## src/rtl/riscv_pkg.sv

```systemverilog
// Shared RV32 constants, opcodes and fetch FSM state used by fetch and control.
package riscv_pkg;

    localparam logic [31:0] RESET_PC_DEF = 32'h0000_0000;
    localparam logic [31:0] NOP_INS_DEF  = 32'h0000_0013;

    localparam logic [6:0] OP_R     = 7'b0110011;
    localparam logic [6:0] OP_I_ALU = 7'b0010011;
    localparam logic [6:0] OP_LOAD  = 7'b0000011;
    localparam logic [6:0] OP_S     = 7'b0100011;
    localparam logic [6:0] OP_B     = 7'b1100011;
    localparam logic [6:0] OP_JAL   = 7'b1101111;
    localparam logic [6:0] OP_JALR  = 7'b1100111;
    localparam logic [6:0] OP_LUI   = 7'b0110111;
    localparam logic [6:0] OP_AUIPC = 7'b0010111;

    typedef enum logic [1:0] {
        FETCH = 2'd0,
        VALID = 2'd1,
        FLUSH = 2'd2
    } fetch_state_t;

    function automatic logic misaligned(input logic [31:0] addr);
        return addr[1:0] != 2'b00;
    endfunction

endpackage

```

## src/rtl/instr_fetch_if.sv

```systemverilog
// Instruction memory request/response bus between fetch (master) and imem (slave).
interface instr_fetch_if;
    logic        imem_req;
    logic [31:0] imem_addr;
    logic        imem_ready;
    logic [31:0] imem_rdata;

    modport master (output imem_req, output imem_addr, input imem_ready, input imem_rdata);
    modport slave  (input imem_req, input imem_addr, output imem_ready, output imem_rdata);
endinterface

```

## src/rtl/instr_fetch_pc_reg.sv

```systemverilog
// PC register: word-aligned load, +4 increment, reset to a fixed PC.
// Latency 1 cycle from load/inc to pc; pc_plus4 is combinational.
module pc_reg #(
    parameter logic [31:0] RESET_PC = 32'h0000_0000
) (
    input  logic        clk,
    input  logic        rst,
    input  logic        load,
    input  logic [29:0] load_word,
    input  logic        inc,
    output logic [31:0] pc,
    output logic [31:0] pc_plus4
);

    assign pc_plus4 = pc + 32'd4;

    always_ff @(posedge clk) begin
        if (rst) begin
            pc <= RESET_PC;
        end else if (load) begin
            pc <= {load_word, 2'b00};
        end else if (inc) begin
            pc <= pc_plus4;
        end
    end

endmodule

```

## src/rtl/instr_fetch.sv

```systemverilog
// Fetch stage: issues word requests, presents one instruction at a time, takes redirects.
// Latency 1 cycle imem_ready->ins_valid; stall holds ins/pc, redirect overrides stall.
module instr_fetch
    import riscv_pkg::*;
#(
    parameter logic [31:0] RESET_PC = RESET_PC_DEF,
    parameter logic [31:0] NOP_INS  = NOP_INS_DEF
) (
    input  logic                 clk,
    input  logic                 rst,
    instr_fetch_if.master        imem,
    output logic [31:0]          ins,
    output logic                 ins_valid,
    output logic [31:0]          pc,
    output logic [31:0]          pc_plus4,
    input  logic                 stall,
    input  logic                 redirect,
    input  logic [31:0]          redirect_target,
    output logic                 misalign_err
);

    fetch_state_t state;
    logic         req_q;
    logic [29:0]  redir_pc;
    logic         pc_load;
    logic         pc_inc;
    logic [29:0]  pc_load_word;

    pc_reg #(.RESET_PC(RESET_PC)) u_pc_reg (
        .clk       (clk),
        .rst       (rst),
        .load      (pc_load),
        .load_word (pc_load_word),
        .inc       (pc_inc),
        .pc        (pc),
        .pc_plus4  (pc_plus4)
    );

    assign imem.imem_req  = req_q;
    assign imem.imem_addr = pc;

    // A fresh redirect always beats the saved target when the flushed response lands.
    always_comb begin
        pc_load      = 1'b0;
        pc_inc       = 1'b0;
        pc_load_word = redirect_target[31:2];
        case (state)
            FETCH: pc_load = imem.imem_ready & redirect;
            FLUSH: begin
                if (imem.imem_ready) begin
                    pc_load = 1'b1;
                    if (!redirect) pc_load_word = redir_pc;
                end
            end
            VALID: begin
                if (redirect)    pc_load = 1'b1;
                else if (!stall) pc_inc  = 1'b1;
            end
            default: ;
        endcase
    end

    always_ff @(posedge clk) begin
        if (rst) begin
            state        <= FETCH;
            req_q        <= 1'b1;
            ins          <= NOP_INS;
            ins_valid    <= 1'b0;
            misalign_err <= 1'b0;
            redir_pc     <= '0;
        end else begin
            if (redirect && misaligned(redirect_target)) misalign_err <= 1'b1;
            case (state)
                FETCH: begin
                    if (imem.imem_ready && !redirect) begin
                        ins       <= imem.imem_rdata;
                        ins_valid <= 1'b1;
                        req_q     <= 1'b0;
                        state     <= VALID;
                    end else if (!imem.imem_ready && redirect) begin
                        // Request already on the bus must complete before the new address.
                        redir_pc <= redirect_target[31:2];
                        state    <= FLUSH;
                    end
                end
                FLUSH: begin
                    if (imem.imem_ready) begin
                        state <= FETCH;
                    end else if (redirect) begin
                        redir_pc <= redirect_target[31:2];
                    end
                end
                VALID: begin
                    if (redirect || !stall) begin
                        ins       <= NOP_INS;
                        ins_valid <= 1'b0;
                        req_q     <= 1'b1;
                        state     <= FETCH;
                    end
                end
                default: begin
                    req_q <= 1'b1;
                    state <= FETCH;
                end
            endcase
        end
    end

endmodule
```

## src/flat_wrapper.sv

```systemverilog
// flat-port wrapper written by rule: the top's interface ports become plain ports
module instr_fetch_flat import riscv_pkg::*;
#(
    parameter logic [31:0] RESET_PC = RESET_PC_DEF,
    parameter logic [31:0] NOP_INS  = NOP_INS_DEF
)
  (clk, rst, ins, ins_valid, pc, pc_plus4, stall, redirect, redirect_target, misalign_err, imem_imem_req, imem_imem_addr, imem_imem_ready, imem_imem_rdata);
  instr_fetch_if imem_i ();
  input  logic clk;
  input  logic rst;
  output logic [31:0] ins;
  output logic ins_valid;
  output logic [31:0] pc;
  output logic [31:0] pc_plus4;
  input  logic stall;
  input  logic redirect;
  input  logic [31:0] redirect_target;
  output logic misalign_err;
  output wire logic [$bits(imem_i.imem_req)-1:0] imem_imem_req;
  output wire logic [$bits(imem_i.imem_addr)-1:0] imem_imem_addr;
  input wire logic [$bits(imem_i.imem_ready)-1:0] imem_imem_ready;
  input wire logic [$bits(imem_i.imem_rdata)-1:0] imem_imem_rdata;
  assign imem_imem_req = imem_i.imem_req;
  assign imem_imem_addr = imem_i.imem_addr;
  assign imem_i.imem_ready = imem_imem_ready;
  assign imem_i.imem_rdata = imem_imem_rdata;
  instr_fetch #(.RESET_PC(RESET_PC), .NOP_INS(NOP_INS)) u_core (.clk(clk), .rst(rst), .imem(imem_i), .ins(ins), .ins_valid(ins_valid), .pc(pc), .pc_plus4(pc_plus4), .stall(stall), .redirect(redirect), .redirect_target(redirect_target), .misalign_err(misalign_err));
endmodule
```

## config.mk

```make
export PLATFORM = sky130hd
export DESIGN_NAME = instr_fetch_flat
export DESIGN_NICKNAME = d
export VERILOG_FILES = /design/src/rtl/riscv_pkg.sv /design/src/rtl/instr_fetch_if.sv /design/src/rtl/instr_fetch_pc_reg.sv /design/src/rtl/instr_fetch.sv /design/src/flat_wrapper.sv
export SDC_FILE = /design/constraint.sdc
export NUM_CORES = 1
export LEC_CHECK = 0
export CAP_MARGIN = 0
export CORE_UTILIZATION = 30
export CTS_CLUSTER_SIZE = 12
export DETAILED_ROUTE_END_ITERATION = 10
export PLACE_DENSITY = 0.61
export SLEW_MARGIN = 5
export SYNTH_ARGS = -nofsm -noshare
export SYNTH_HDL_FRONTEND = slang
export SYNTH_SLANG_ARGS = --single-unit
```

## constraint.sdc

```tcl
create_clock -name clk -period 2 [get_ports clk]
set_clock_uncertainty 0.2 [all_clocks]
set_input_delay 0.4 -clock clk [delete_from_list [all_inputs] [get_ports clk]]
set_output_delay 0.4 -clock clk [all_outputs]
set_load 0.005 [all_outputs]
```

# After elaboration in Yosys (flattened, before gate mapping)
# Cells that the tools add are included.
[word_totals]
register_bits = 99
input_bits = 69
[op_classes]
add_sub_neg = 1
n_eq_ne = 9
muxes = 29
n_bitwise = 2
reduce_logical = 17
[op_table]
columns = ["op", "n"]
rows = [
  ["30-bit two-way mux", 6],
  ["32-bit two-way mux", 4],
  ["32-bit one-hot mux with 2 select lines", 1],
  ["30-bit one-hot mux with 2 select lines", 1],
  ["32-bit by 3-bit adder with 32-bit output (second input constant)", 1],
  ["1-bit two-way mux", 9],
  ["3-bit AND reduction", 3],
  ["2-bit two-way mux", 4],
  ["2-bit nonzero test", 4],
  ["2-bit by 1-bit != test with 1-bit output (second input constant)", 3],
  ["2-bit != test (second input constant)", 3],
  ["1-bit one-hot mux with 3 select lines", 2],
  ["2-bit one-hot mux with 3 select lines", 1],
  ["4-bit AND reduction", 1],
  ["1-bit logical AND", 3],
  ["1-bit logical NOT", 3],
  ["3-bit by 1-bit != test with 1-bit output (second input constant)", 1],
  ["2-bit by 1-bit equality test with 1-bit output (second input constant)", 1],
  ["2-bit equality test (second input constant)", 1],
  ["2-bit logical NOT", 1],
  ["1-bit one-hot mux with 2 select lines", 1],
  ["2-bit OR reduction", 1],
  ["1-bit bitwise AND", 1],
  ["1-bit logical OR", 1],
  ["1-bit inverter", 1],
]

# Depth between registers and ports, before layout
[depth]
ltp_word = 5
ltp_mapped = 8
ltp_nobuf = 6

# Hierarchy
# Synthesis repeated with hierarchy kept, for this count alone.
[hier_totals]
cells_unflattened = 628
area_unflattened_um2 = 5698.0
[by_module_without_submodules]
columns = ["module", "instances", "cells_per_inst", "area_each_um2", "seq_area_each_um2"]
rows = [
  ["instr_fetch", 1, 313, 3280.6, 1341.3],
  ["pc_reg", 1, 315, 2417.3, 600.6],
]

# Least setup slack after synthesis
# OpenSTA, ideal clock, no wires.
[synth_path]
path_kind = "flip-flop to output port"
from = "register u_core.u_pc_reg.pc[8]"
to = "output pc_plus4[25]"
arrival_time_ns = 1.658
t_required_ns = 1.400
path_slack_ns = -0.258
stages_incl_launch_ff = 6
path_cell_list = "dfxtp_1 > nand4_2 > nor4_4 > buf_4 > nand4_1 > xnor2_1"
[synth_between]
elab_chain_len = 1
[synth_rtl]
columns = ["item", "line_no", "rtl"]
rows = [
  ["from (decl)", "instr_fetch_pc_reg.sv:11", "output logic [31:0] pc,"],
  ["from (signal assigned)", "instr_fetch_pc_reg.sv:21", "pc <= {load_word, 2'b00};"],
  ["from (signal assigned)", "instr_fetch_pc_reg.sv:23", "pc <= pc_plus4;"],
  ["32-bit by 3-bit adder with 32-bit output", "instr_fetch_pc_reg.sv:15", "assign pc_plus4 = pc + 32'd4;"],
  ["to (decl)", "flat_wrapper.sv:14", "output logic [31:0] pc_plus4;"],
]
# No other way between the ends.

# Worst setup path in the final report
[layout_path]
from = "register u_core.u_pc_reg.pc[2]"
to = "output pc_plus4[18]"
# The elaborated chain is that of the path after synthesis.

==> impl_metrics.csv <==
group,metric,value,unit
worst_setup_path,reg2reg_to,"u_core.u_pc_reg.pc[20]$_SDFFE_PP0P_",
logic_synthesis,synth_top_area_frac,0.386,
layout,stdcell_area,9730,um^2
logic_synthesis,synth_adder_area_share,0.00248,
clock_network,holdBufCountCts,0,
routing,drc,0,
timing,period_share,1.33,
pwr,p_leak,4.11,nW
grt,grt_use_met2,0.356,
worst_setup_path,worst-r2r-cell-count,11,
worst_setup_path,r2r_slack,-0.53,ns
grt,top_usage_layer,"met2",
floorplan,fp-row-count,47,
logic_synthesis,yosysSeqAreaShare,0.386,
job,drv_cap,0,
worst_setup_path,cpPeakStageDelay,0.38,ns
clock_network,cts_buffers,9,
timing,final.min_clock_period,2.67,ns
layout,drive_above_1_share,0.407,
hold_path,hold_start,"rst",
timing,rsz0062_at_grt,"yes",
clock_network,cts_sinks,97,
pwr,ir_worst_vdd,468,uV
worst_setup_path,worstPathMaxFanout,3,
logic_synthesis,avgSynthCellArea,8.08,um^2
logic_synthesis,synth-xor-area-share,0.0539,
logic_synthesis,synth_top_family_by_area,"simple AND/OR/NAND/NOR gates",
hold_path,hold_depth,3,
worst_setup_path,path_class,"reg -> out",
hold_path,hp-class,"in -> reg",
logic_synthesis,ys_types,56,
clock_network,cts_max_level,3,
layout,largest_register_ffs,32,
routing,drt-vias-per-instance,5.12,
placement,dp_hpwl,12100,um
layout,final_common_cell,"clkdlybuf4s50_1",
worst_setup_path,crit_slowest_cell,"dfxtp_4",
worst_setup_path,crit_chain,"ha_4, nand4_1, nor3_2, buf_4, buf_6, buf_6, nand2_4, buf_6, xnor2_1, buf_2",
logic_synthesis,postSynthCellCount,623,
pwr,p_per_area,521,nW/um^2
routing,drt-initial-drc-count,316,
logic_synthesis,synth_flop_cell,"dfxtp_1",
status,violations,"setup timing",
clock_network,path_clk_slew,0.07,ns
hold_path,hold_path_end,"u_core.u_pc_reg.pc[23]$_SDFFE_PP0P_",
timing,hold_ws,0.218,ns
floorplan,die_w,132,um
logic_synthesis,synth-edff-count,0,
clock_network,clk_path_buf_depth,2,
timing,slew_violations,0,
logic_synthesis,synth_compound_area_frac,0.203,
worst_setup_path,crit_path_end_kind,"output pin",
routing,drt-total-wl,20200,um
worst_setup_path,required,1.40,ns
timing,finalSetupViolCount,43,
logic_synthesis,synth_area,5040,um^2
layout,area_growth,93.3,%
clock_network,cts_root_buf,"clkbuf_16",
placement,place_inst,1067,
timing,fmax,375,MHz
logic_synthesis,synth_largest_area_cell,"dfxtp_1",
timing,finalSetupTns,-15.54,ns
grt,grt_pass1_vias,5729,
logic_synthesis,yosysWarnings,0,
grt,grt_pass1_wl,29400,um
timing,hold_violations,0,
worst_setup_path,crit_path_start_kind,"flop",
timing,setup_ws,-0.666,ns
routing,dr.pass1.iters,5,
floorplan,dieArea,17300,um^2
clock_network,insertion_delay,0.35,ns
floorplan,coreArea,16500,um^2
placement,gp_congestion,0.843,
grt,use_met1,0.254,
worst_setup_path,critPathBufInv,5,
worst_setup_path,critPathTopFamily,"buffers and inverters",
layout,final_cell_mix,"clkdlybuf4s50_1 (149), buf_4 (103), nand2_1 (75), dfxtp_1 (75), nor2_1 (61)",
routing,wire_per_inst,17.4,um
logic_synthesis,synth_simple_gate_area_frac,0.211,
placement,placed_area,7830,um^2
floorplan,io_pins,200,
floorplan,initial_core_util,0.306,
clock_network,cts_tree,"yes",
routing,num_vias,5947,
worst_setup_path,worst_r2r_startpoint,"u_core.u_pc_reg.pc[2]$_SDFFE_PP0P_",
worst_setup_path,path_common_cell,"buf_6",
floorplan,die_y,132,um
placement,pre_cts_ws,-0.571,ns
placement,io_buffers,193,
grt,grt_usage,0.211,
status,outcome,"finished, violations left",
routing,ant_nets,0,
logic_synthesis,synth_mux_area_frac,0.0465,
logic_synthesis,ys_ff_latch,97,
grt,antenna_found_initial,1,
logic_synthesis,async_reset_ff_frac,0,
worst_setup_path,critPathArrivalTime,2.07,ns
grt,overflow,0,
grt,grt_use_met3,0.0482,
logic_synthesis,synthTopCellsByArea,"dfxtp_1 (39%), nand2_1 (6.0%), a22oi_1 (5.8%)",
grt,grt_max_degree,60,
layout,fin_nets,1006,
layout,final_cell_count_no_fill,1162,
worst_setup_path,cp.depth,10,
==> worst max path at each step <==
| stage | from | end | slack, ns |
|---|---|---|---|
| 6_report | u_core.u_pc_reg.pc[2]$_SDFFE_PP0P_ | pc_plus4[18] | -0.67 |
| 5_1_grt | u_core.u_pc_reg.pc[2]$_SDFFE_PP0P_ | pc_plus4[20] | -0.76 |
| 4_1_cts | u_core.u_pc_reg.pc[6]$_SDFFE_PP0P_ | pc_plus4[27] | -0.62 |
| 3_5_place_dp | redirect | u_core.u_pc_reg.pc[18]$_SDFFE_PP0P_ | -0.57 |
| 3_3_place_gp | redirect | u_core.u_pc_reg.pc[18]$_SDFFE_PP0P_ | -0.56 |
| 2_1_floorplan | u_core.u_pc_reg.pc[5]$_SDFFE_PP0P_ | pc_plus4[25] | -0.09 |
==> tightest hold or removal path: stages <==
cell	delay, ns
buf_4	0.12
or4_4	0.12
o211ai_1	0.07
==> cell usage after synthesis (all sizes together) (2+ instances only) <==
| cell type | number |
|---|---|
| clkbuf | 35 |
| nor4 | 3 |
| o2bb2ai | 3 |
| nand2 | 80 |
| inv | 8 |
| nand4 | 12 |
| nand2b | 2 |
| nor2b | 7 |
| dfxtp | 97 |
| nand3 | 17 |
| mux2i | 20 |
| o32a | 5 |
| and3 | 8 |
| a221oi | 6 |
| xnor2 | 20 |
| or3 | 3 |
| mux2 | 3 |
| o22ai | 6 |
| a31oi | 8 |
| xor2 | 11 |
| a22oi | 39 |
| a211oi | 4 |
| and2 | 5 |
| a21oi | 56 |
| nor3 | 7 |
| nor2 | 68 |
| or4 | 3 |
| and4 | 3 |
| buf | 46 |
| o41ai | 4 |
| o21ai | 19 |
==> metal layers <==
metal / up-vias / routed length, um / share of wire
met2: 233 / 10100 / 0.50
li1: 2784 / - / -
met1: 2888 / 8240 / 0.41
met3: 42 / 1250 / 0.062
met5: - / 0 / 0
met4: 0 / 602 / 0.030
==> repair_timing <==
action                     in CTS  in global routing
pin swaps                      66                 70
hold endpoints to repair        0                  0
setup endpoints to repair     100                113
resized for setup             231                144
setup buffers                  63                 41
gates cloned                    4                  5
==> cells by family (layout without fill, tap and decap cells) <==
kind of cell / count (synthesis) / after routing
AOI/OAI and AO/OA: 158 / 158
xor gates and xnor gates: 31 / 31
adders and majority gates: 1 / 1
buffers and inverters: 89 / 402
DFF: 97 / 97
muxes: 23 / 23
other: 1 / 7
and+or+nand+nor: 223 / 223
==> power breakdown <==
part           total, mW  switching, mW  internal (mW)
combinational       1.35          0.595          0.753
clock               1.60          0.765          0.838
sequential          2.12         0.0815           2.04
==> area by class of cell <==
cell class,count,area [um^2]
timing repair buffer,378,3710
inverter,8,30.0
multi-input combinational,442,3470
antenna,1,2.50
fill,1330,6730
tap,220,275
clock inverter,6,33.8
clock buffer,10,229
sequential,97,1980
==> stage by stage <==
step,power [mW],utilization
final,5.07,0.591
after global routing,5.28,0.591
after CTS,4.93,0.546
after detailed placement,3.30,0.476
after global placement,3.28,0.476
after floorplan,2.63,-
Power figures use the tool's default switching activity.
